File: config.mk
export PLATFORM = sky130hd
export DESIGN_NAME = fetch_unit
export DESIGN_NICKNAME = d
export VERILOG_FILES = /design/src/rtl/fetch_unit_pkg.sv /design/src/rtl/fetch_unit_npc_calc.sv /design/src/rtl/fetch_unit.sv
export SDC_FILE = /design/constraint.sdc
export NUM_CORES = 1
export LEC_CHECK = 0
export ABC_AREA = 1
export CORE_UTILIZATION = 45
export CTS_CLUSTER_SIZE = 30
export DETAILED_ROUTE_END_ITERATION = 6
export PLACE_DENSITY = 0.78
export SETUP_SLACK_MARGIN = 0.2
export SLEW_MARGIN = 20
export SYNTH_ARGS = -nofsm -noshare
export SYNTH_HDL_FRONTEND = slang
export SYNTH_HIERARCHICAL = 1
export SYNTH_SLANG_ARGS = --single-unit
File: constraint.sdc
create_clock -name clk_i -period 3.1 [get_ports clk_i]
set_input_delay 0.62 -clock clk_i [delete_from_list [all_inputs] [get_ports clk_i]]
set_output_delay 0.62 -clock clk_i [all_outputs]
set_load 0.03 [all_outputs]
File: src/rtl/fetch_unit_pkg.sv
// Shared encodings, instruction field positions and defaults for the fetch / next-PC stage.
package fetch_unit_pkg;

    localparam logic [31:0] DefaultResetPc   = 32'h0000_3000;
    localparam logic [31:0] DefaultIsrVector = 32'h0000_4180;

    localparam int unsigned Imm16Msb  = 15;
    localparam int unsigned Imm16Lsb  = 0;
    localparam int unsigned Addr26Msb = 25;
    localparam int unsigned Addr26Lsb = 0;

    typedef enum logic [1:0] {
        PcIncStop   = 2'd0,
        PcIncNormal = 2'd1,
        PcIncBranch = 2'd2,
        PcIncJump   = 2'd3
    } pc_inc_e;

    typedef enum logic {
        PcJumpImme = 1'b0,
        PcJumpReg  = 1'b1
    } pc_jump_e;

    typedef enum logic [1:0] {
        StRun  = 2'd0,
        StIsr  = 2'd1,
        StHalt = 2'd2
    } state_e;

    // Branch displacement in bytes: sign-extended word offset.
    function automatic logic [31:0] branch_offset(input logic [31:0] ins);
        return {{14{ins[Imm16Msb]}}, ins[Imm16Msb:Imm16Lsb], 2'b00};
    endfunction

endpackage

File: src/rtl/fetch_unit_npc_calc.sv
// Combinational next-PC selection from the decoder's PC_INC / PC_JUMP fields.
module fetch_unit_npc_calc
    import fetch_unit_pkg::*;
(
    input  logic [31:0] pc_i,
    input  logic [31:0] ins_i,
    input  logic [1:0]  pc_inc_i,
    input  logic        pc_jump_i,
    input  logic        branch_taken_i,
    input  logic [31:0] jump_reg_data_i,
    output logic [31:0] npc_o,
    output logic [31:0] seq_o
);

    logic unused_bits;
    assign unused_bits = ^{ins_i[31:26], jump_reg_data_i[1:0]};

    always_comb begin
        seq_o = pc_i + 32'd4;
        npc_o = seq_o;
        unique case (pc_inc_e'(pc_inc_i))
            PcIncStop:   npc_o = pc_i;
            PcIncNormal: npc_o = seq_o;
            PcIncBranch: begin
                if (branch_taken_i) begin
                    npc_o = seq_o + branch_offset(ins_i);
                end
            end
            PcIncJump: begin
                if (pc_jump_e'(pc_jump_i) == PcJumpReg) begin
                    npc_o = {jump_reg_data_i[31:2], 2'b00};
                end else begin
                    npc_o = {seq_o[31:28], ins_i[Addr26Msb:Addr26Lsb], 2'b00};
                end
            end
            default: npc_o = seq_o;
        endcase
    end

endmodule

File: src/rtl/fetch_unit.sv
// Fetch stage: PC/EPC registers, RUN/ISR/HALT control and the interrupt request latch.
module fetch_unit
    import fetch_unit_pkg::*;
#(
    parameter logic [31:0] RESET_PC   = DefaultResetPc,
    parameter logic [31:0] ISR_VECTOR = DefaultIsrVector
) (
    input  logic        clk_i,
    input  logic        rst_i,
    input  logic        stall_i,
    input  logic [1:0]  pc_inc_i,
    input  logic        pc_jump_i,
    input  logic        branch_taken_i,
    input  logic [31:0] jump_reg_data_i,
    input  logic        eret_i,
    input  logic        irq_i,
    output logic [31:0] imem_addr_o,
    input  logic [31:0] imem_rdata_i,
    output logic [31:0] ins_o,
    output logic [31:0] pc_o,
    output logic [31:0] pc_plus4_o,
    output logic [31:0] epc_o,
    output logic        halted_o,
    output logic        in_isr_o
);

    state_e      state_q;
    logic [31:0] pc_q;
    logic [31:0] epc_q;
    logic        irq_pend_q;
    logic        halted_q;
    logic        in_isr_q;

    logic [31:0] npc;
    logic [31:0] seq;
    logic [31:0] run_tgt;
    logic        is_stop;
    logic        irq_take;

    fetch_unit_npc_calc u_npc_calc (
        .pc_i            (pc_q),
        .ins_i           (imem_rdata_i),
        .pc_inc_i        (pc_inc_i),
        .pc_jump_i       (pc_jump_i),
        .branch_taken_i  (branch_taken_i),
        .jump_reg_data_i (jump_reg_data_i),
        .npc_o           (npc),
        .seq_o           (seq)
    );

    always_comb begin
        is_stop  = (pc_inc_e'(pc_inc_i) == PcIncStop);
        // eret outside an ISR behaves as a plain sequential instruction.
        run_tgt  = eret_i ? seq : npc;
        irq_take = irq_pend_q | irq_i;
    end

    always_ff @(posedge clk_i) begin
        if (rst_i) begin
            state_q    <= StRun;
            pc_q       <= RESET_PC;
            epc_q      <= 32'd0;
            irq_pend_q <= 1'b0;
            halted_q   <= 1'b0;
            in_isr_q   <= 1'b0;
        end else begin
            if (irq_i && state_q != StHalt) begin
                irq_pend_q <= 1'b1;
            end
            if (!stall_i) begin
                unique case (state_q)
                    StRun: begin
                        if (is_stop) begin
                            state_q  <= StHalt;
                            halted_q <= 1'b1;
                        end else if (irq_take) begin
                            epc_q      <= run_tgt;
                            pc_q       <= ISR_VECTOR;
                            state_q    <= StIsr;
                            in_isr_q   <= 1'b1;
                            irq_pend_q <= 1'b0;
                        end else begin
                            pc_q <= run_tgt;
                        end
                    end
                    StIsr: begin
                        if (eret_i) begin
                            pc_q     <= epc_q;
                            state_q  <= StRun;
                            in_isr_q <= 1'b0;
                        end else if (is_stop) begin
                            state_q  <= StHalt;
                            halted_q <= 1'b1;
                            in_isr_q <= 1'b0;
                        end else begin
                            pc_q <= npc;
                        end
                    end
                    StHalt: begin
                    end
                    default: begin
                        state_q <= StHalt;
                    end
                endcase
            end
        end
    end

    assign imem_addr_o = pc_q;
    assign ins_o       = imem_rdata_i;
    assign pc_o        = pc_q;
    assign pc_plus4_o  = seq;
    assign epc_o       = epc_q;
    assign halted_o    = halted_q;
    assign in_isr_o    = in_isr_q;

endmodule

---- Word level (Yosys, flattened, before mapping) ----
Index checks and enable logic that the tools add are counted.
storage, ports and cells
  bits in registers ....................... 69
  input bits .............................. 73
  output and inout port bits .............. 162
  word-level logic and storage cells ...... 60
cells by class
  add/sub/neg operators ................... 2
  equality and inequality tests ........... 12
  muxes and demuxes ....................... 27
  bitwise operators ....................... 4
  reductions and logical operators ........ 9
operator list
  kind                                                              number
  32-bit 2-to-1 mux                                                 7
  32-bit case mux with 3 select lines                               1
  32-bit case mux with 2 select lines                               1
  32-bit by 3-bit adder with 32-bit output (second input constant)  1
  32-bit adder                                                      1
  4-bit AND reduction                                               3
  1-bit 2-to-1 mux                                                  11
  3-bit != test (second input constant)                             3
  2-bit 2-to-1 mux                                                  4
  2-bit != test (second input constant)                             4
  2-bit == test (second input constant)                             3
  2-bit case mux with 3 select lines                                1
  5-bit AND reduction                                               1
  2-bit by 1-bit == test with 1-bit output (second input constant)  2
  2-bit logical NOT                                                 2
  1-bit case mux with 2 select lines                                2
  1-bit NOT                                                         3
  3-bit AND reduction                                               1
  2-bit nonzero test                                                1
  1-bit logical AND                                                 1
  1-bit OR                                                          1

---- Depth between registers and ports, before layout ----
  depth after elaboration ................. 8
  depth in mapped cells ................... 32
  depth with buffers taken out ............ 32

---- Cells and area by module ----
The synthesis kept the hierarchy.
by module, submodules not included
  module               instances  cells each  area an instance (sq um)  sequential area each (sq um)
  fetch_unit_npc_calc  1          910         4,425.5                   0.0
  fetch_unit           1          707         4,265.3                   1,381.3

---- Worst setup path after synthesis ----
Ideal clock, no wire load.
  kind .................................... register -> register
  start point ............................. register pc_q[3] (netlist: imem_addr_o[3])
  end point ............................... register pc_q[23] (netlist: imem_addr_o[23])
  library setup time ...................... 0.113 ns
  arrival ................................. 3.564 ns
  required time ........................... 2.987 ns
  slack ................................... -0.576 ns
  stages on the path, launching flop included .. 28
  buffers on the path ..................... 0
  clock period less this slack ............ 3.676 ns
  cells stage by stage .................... dfxtp_1 ha_1 nand2_1 inv_2 nand2_1 inv_1 nand2_1 nor2_1 xor2_1 ha_1 nand2_1 inv_1 nand2_1 nand2_1 a21oi_1 nand2_1 nand2_1 nand2_1 nand2_1 nand3_1 nand3_1 nand4_1 nand2_1 nand2_1 nand2_1 nand2_1 nor2_1 nor2_1
between the ends
  cells in the longest elaborated chain, start to end .. 8
  elaborated cells between the ends (all ways) .. 10
  classes of those cells .................. add/sub (2); mux (8)
RTL lines
  element                                     RTL line                   RTL
  start: declaration                          fetch_unit.sv:28           logic [31:0] pc_q;
  start signal: assignment                    fetch_unit.sv:83           pc_q <= run_tgt;
  start signal: assignment                    fetch_unit.sv:88           pc_q <= epc_q;
  start signal: assignment                    fetch_unit.sv:96           pc_q <= npc;
  32-bit by 3-bit adder with 32-bit output *  fetch_unit_npc_calc.sv:19  seq_o = pc_i + 32'd4;
  net pc_plus4_o[14]                          fetch_unit.sv:21           output logic [31:0] pc_plus4_o,
  32-bit adder *                              fetch_unit_npc_calc.sv:26  npc_o = seq_o + branch_offset(ins_i);
  32-bit 2-to-1 mux *                         fetch_unit_npc_calc.sv:25  if (branch_taken_i) begin
  32-bit case mux with 3 select lines *       fetch_unit_npc_calc.sv:21  unique case (pc_inc_e'(pc_inc_i))
  net npc[23]                                 fetch_unit.sv:34           logic [31:0] npc;
  32-bit 2-to-1 mux                           fetch_unit.sv:54           run_tgt = eret_i ? seq : npc;
  32-bit 2-to-1 mux                           fetch_unit.sv:76           end else if (irq_take) begin
  32-bit 2-to-1 mux                           fetch_unit.sv:73           if (is_stop) begin
  32-bit case mux with 2 select lines *       fetch_unit.sv:71           unique case (state_q)
Mark *: on every way through the listed nets, which the timed path passes. The rest lies on a longest branch. The select of a mux whose other input is x is not followed.
A chain may end at the register's enable or synchronous reset.

---- Worst setup path after layout ----
  start point ............................. register pc_q[2] (netlist: imem_addr_o[2])
  end point ............................... register pc_q[24] (netlist: imem_addr_o[24])
between the ends
  cells in the longest elaborated chain, start to end .. 8
  elaborated cells between the ends (all ways) .. 10
  classes of those cells .................. add/sub (2); mux (8)
RTL lines
  element                                     RTL line
  32-bit by 3-bit adder with 32-bit output *  fetch_unit_npc_calc.sv:19
  32-bit adder                                fetch_unit_npc_calc.sv:26
  32-bit 2-to-1 mux                           fetch_unit_npc_calc.sv:25
  32-bit case mux with 3 select lines *       fetch_unit_npc_calc.sv:21
  net npc[24]                                 fetch_unit.sv:34
  32-bit 2-to-1 mux                           fetch_unit.sv:54
  32-bit 2-to-1 mux                           fetch_unit.sv:76
  32-bit 2-to-1 mux                           fetch_unit.sv:73
  32-bit case mux with 2 select lines *       fetch_unit.sv:71
Marks and branches as above.

==> flow_summary_export.csv <==
group,metric,value,unit
run_status,status,"finished, violations left",
run_status,violations,"design-rule violations, negative setup slack",
drt,route.vias.total,12500,
sta,whs,0.447,ns
die,die-area,19900,um2
synth,syn_inst,1617,
synth,synth.distinct_cells,45,
power,combPwrFrac,65.7,%
power,internal_power,3220,uW
synth,ys_ff_latch,69,
placed_design,hpwlAfterDp,28.0,mm
sta,skew,0.00476,ns
run,drv_cap,0,
setup_path,crit_type,"flop to flop",
global_route,grtUsageMet3,6.66,%
power,pwr_density_cell,410,nW/um2
clock_network,cts_tree,"yes",
finish,drive_gt1_share,35.5,%
global_route,grt_util_met2,60.3,%
die,io_pins,235,
setup_path,worst_path_most_repeated_cell,"nand2_1",
placed_design,dp.cells,2179,
clock_network,cts_root_buf,"clkbuf_16",
synth,ys_top_cells_by_area,"nand2_1, dfxtp_1, inv_1",
setup_path,crit_start,"imem_addr_o[2]",
placed_design,dpl_cell_area,12500,um2
clock_network,clock_path_buffers,2,
finish,final_cell_mix,"nand2_1, buf_4, clkdlybuf4s50_1, inv_1, nor2_1",
power,swShare,46.8,%
die,die_h,141,um
clock_network,cts_buffers,9,
drt,drc,19,
power,clockPowerShare,16.2,%
synth,syn_nets,1726,
global_route,use_met1,48.0,%
drt,avgViaCountPerCell,5.54,
synth,syn_area,8690,um2
setup_path,slowest_delay,0.47,ns
die,fp-row-count,50,
setup_path,path_max_fanout,4,
drt,totalWireLength,41.2,mm
setup_path,worst_setup_path_end_kind,"flop",
setup_path,start_kind,"flop",
synth,synth_top_area_cell,"nand2_1",
global_route,busiest_layer,"met2",
drt,ant_nets,0,
setup_path,worstPathCellList,"ha_4, nand2_4, inv_4, nand2_4, buf_4, nand2_1, o21ai_0, inv_1, ha_4, nand2_4, buf_4, nor3_1, o21ai_2, nand4_1, nand3_2, nand2_1, nand4_1, nand2_2, o21ai_1, nand2_1, nand2_1, nor2_1, nor2_1",
placed_design,routabilityCongestion,0.997,
sta,finalHoldViolCount,0,
setup_path,required,3.32,ns
setup_path,worstReg2RegStart,"imem_addr_o[2]",
sta,finalSetupViolations,47,
global_route,grt-ovfl-total,0,
power,seqPwrFrac,18.1,%
global_route,grt_max_degree,61,
setup_path,critPathSlowestCell,"nor3_1",
power,leakage,0.00707,uW
clock_network,cts.sinks,69,
synth,synth_top_area_share,25.9,%
finish,antennaDiodeCount,0,
sta,fin_crit_sh,112,%
clock_network,clk_latency,0.33,ns
synth,yosys_warnings,6,
global_route,grtUsageTotal,36.7,%
finish,syn2layout_area_growth,69.6,%
power,p_total,6050,uW
power,switching_power,2830,uW
clock_network,hold_buffers,0,
sta,max_freq,287,MHz
power,irDropWorstVdd,0.470,mV
global_route,grt_pass1_wl,57.1,mm
setup_path,cp.arrival,3.71,ns
die,design.core.area,18800,um2
sta,worst_pin_slew,0.676,ns
sta,rsz0062_at_grt,"true",
clock_network,clk_pin_slew_worst_paths,0.06,ns
drt,wire_per_inst,18.3,um
placed_design,port-buffer-count,220,
synth,ys_seq_area_share,15.9,%
finish,layout.core_utilization,78.3,%
sta,slew_headroom,54.7,%
synth,syn_avg_cell_area,5.37,um2
finish,final_nets,2093,
global_route,grt_pass1_vias,10900,
finish,layout.cells.non_filler,2249,
finish,final_common_cell,"nand2_1",
sta,maxSlewViolCount,0,
die,start_util,46.2,%
sta,period_minus_slack,3.48,ns
drt,drtPass1Iterations,7,
finish,final_area,14700,um2
global_route,antenna_found_initial,0,
min_path,hold_path_class,"flop to flop",
min_path,min_from,"in_isr_o",
die,die_w,141,um
sta,timing.final.ws_setup,-0.384,ns
drt,drt_iter0_drc,1611,
clock_network,h-tree-depth,3,
synth_stat cells (all sizes together):
library cell  number
nand2            610
inv              208
nor2             202
o21ai            106
buf               93
a21oi             81
nand3             74
dfxtp             69
ha                35
clkbuf            31
nand4             30
xor2              11
xnor2             10
o2111ai            9
o211ai             9
nor3               8
o21bai             8
or2                5
a21o               4
clkinv             3
a21boi             2
and2               2
nand3b             2
a31o               1
a31oi              1
and3               1
fa                 1
nor4               1
repair_timing:
action / in CTS / in global routing
endpoints found under the setup margin: 81 / 76
buffers inserted: 23 / 31
endpoints found under the hold margin: 0 / 0
pin swaps: 81 / 156
cloned: 0 / 0
gates resized for setup: 224 / 288
metrics by stage:
| stage | TNS (ns) | setup WS [ns] |
|---|---|---|
| after floorplan | 0 | 0.0494 |
| after global placement | -8.56 | -0.305 |
| after detailed placement | -10.41 | -0.328 |
| after CTS | -3.80 | -0.230 |
| after global routing | -15.48 | -0.567 |
| final | -9.34 | -0.384 |
sequential cells by signal, summed over array words and instances (netlist names):
signal / cells
epc_o: 32
imem_addr_o: 32
state_q: 2
halted_o: 1
in_isr_o: 1
irq_pend_q: 1
critical path, delay by kind of cell, from the launching register on:
kind | cells | cell delay [ns]
simple gates | 14 | 1.68
compound gates | 3 | 0.31
buf+inv | 4 | 0.48
flops | 1 | 0.36
fa+ha+maj | 2 | 0.53
per-layer routing:
layer | routed length (um) | share of wire (%)
met5 | 0 | 0
met3 | 4290 | 10
met4 | 1880 | 4.6
met1 | 16000 | 39
met2 | 19000 | 46
final timing paths:
check                         end  slack [ns]  depth (start not counted)
setup reg to reg  imem_addr_o[24]       -0.38                         23
hold / removal           in_isr_o        0.45                          2
setup / recovery  imem_addr_o[24]       -0.38                         23
hold reg to reg          in_isr_o        0.45                          2
power by group through the flow:
stage | combinational [uW] | clock, uW | sequential, uW
final | 3970 | 980 | 1100
after global routing | 4170 | 1030 | 1110
after CTS | 3410 | 981 | 1090
after detailed placement | 3160 | 0 | 1110
after global placement | 3110 | 0 | 1100
after floorplan | 1690 | 0 | 1330
cell families after synthesis:
kind of cell	count (synthesis)	share of synthesized area, %
and+or+nand+nor	935	44.2
buffers and inverters	335	18.3
AOI/OAI and AO/OA	221	14.0
DFF	69	15.9
adders and majority gates	36	5.27
xor gates and xnor gates	21	2.29
area by class of cell:
| cell class | instances | area, um2 |
|---|---|---|
| Multi-Input combinational cell | 1213 | 7620 |
| Timing Repair Buffer | 480 | 4270 |
| Fill cell | 1372 | 4090 |
| Sequential cell | 69 | 1420 |
| Inverter | 211 | 818 |
| Tap cell | 260 | 325 |
| Clock buffer | 15 | 278 |
| Clock inverter | 1 | 5.00 |
Power figures use the tool's default switching activity.
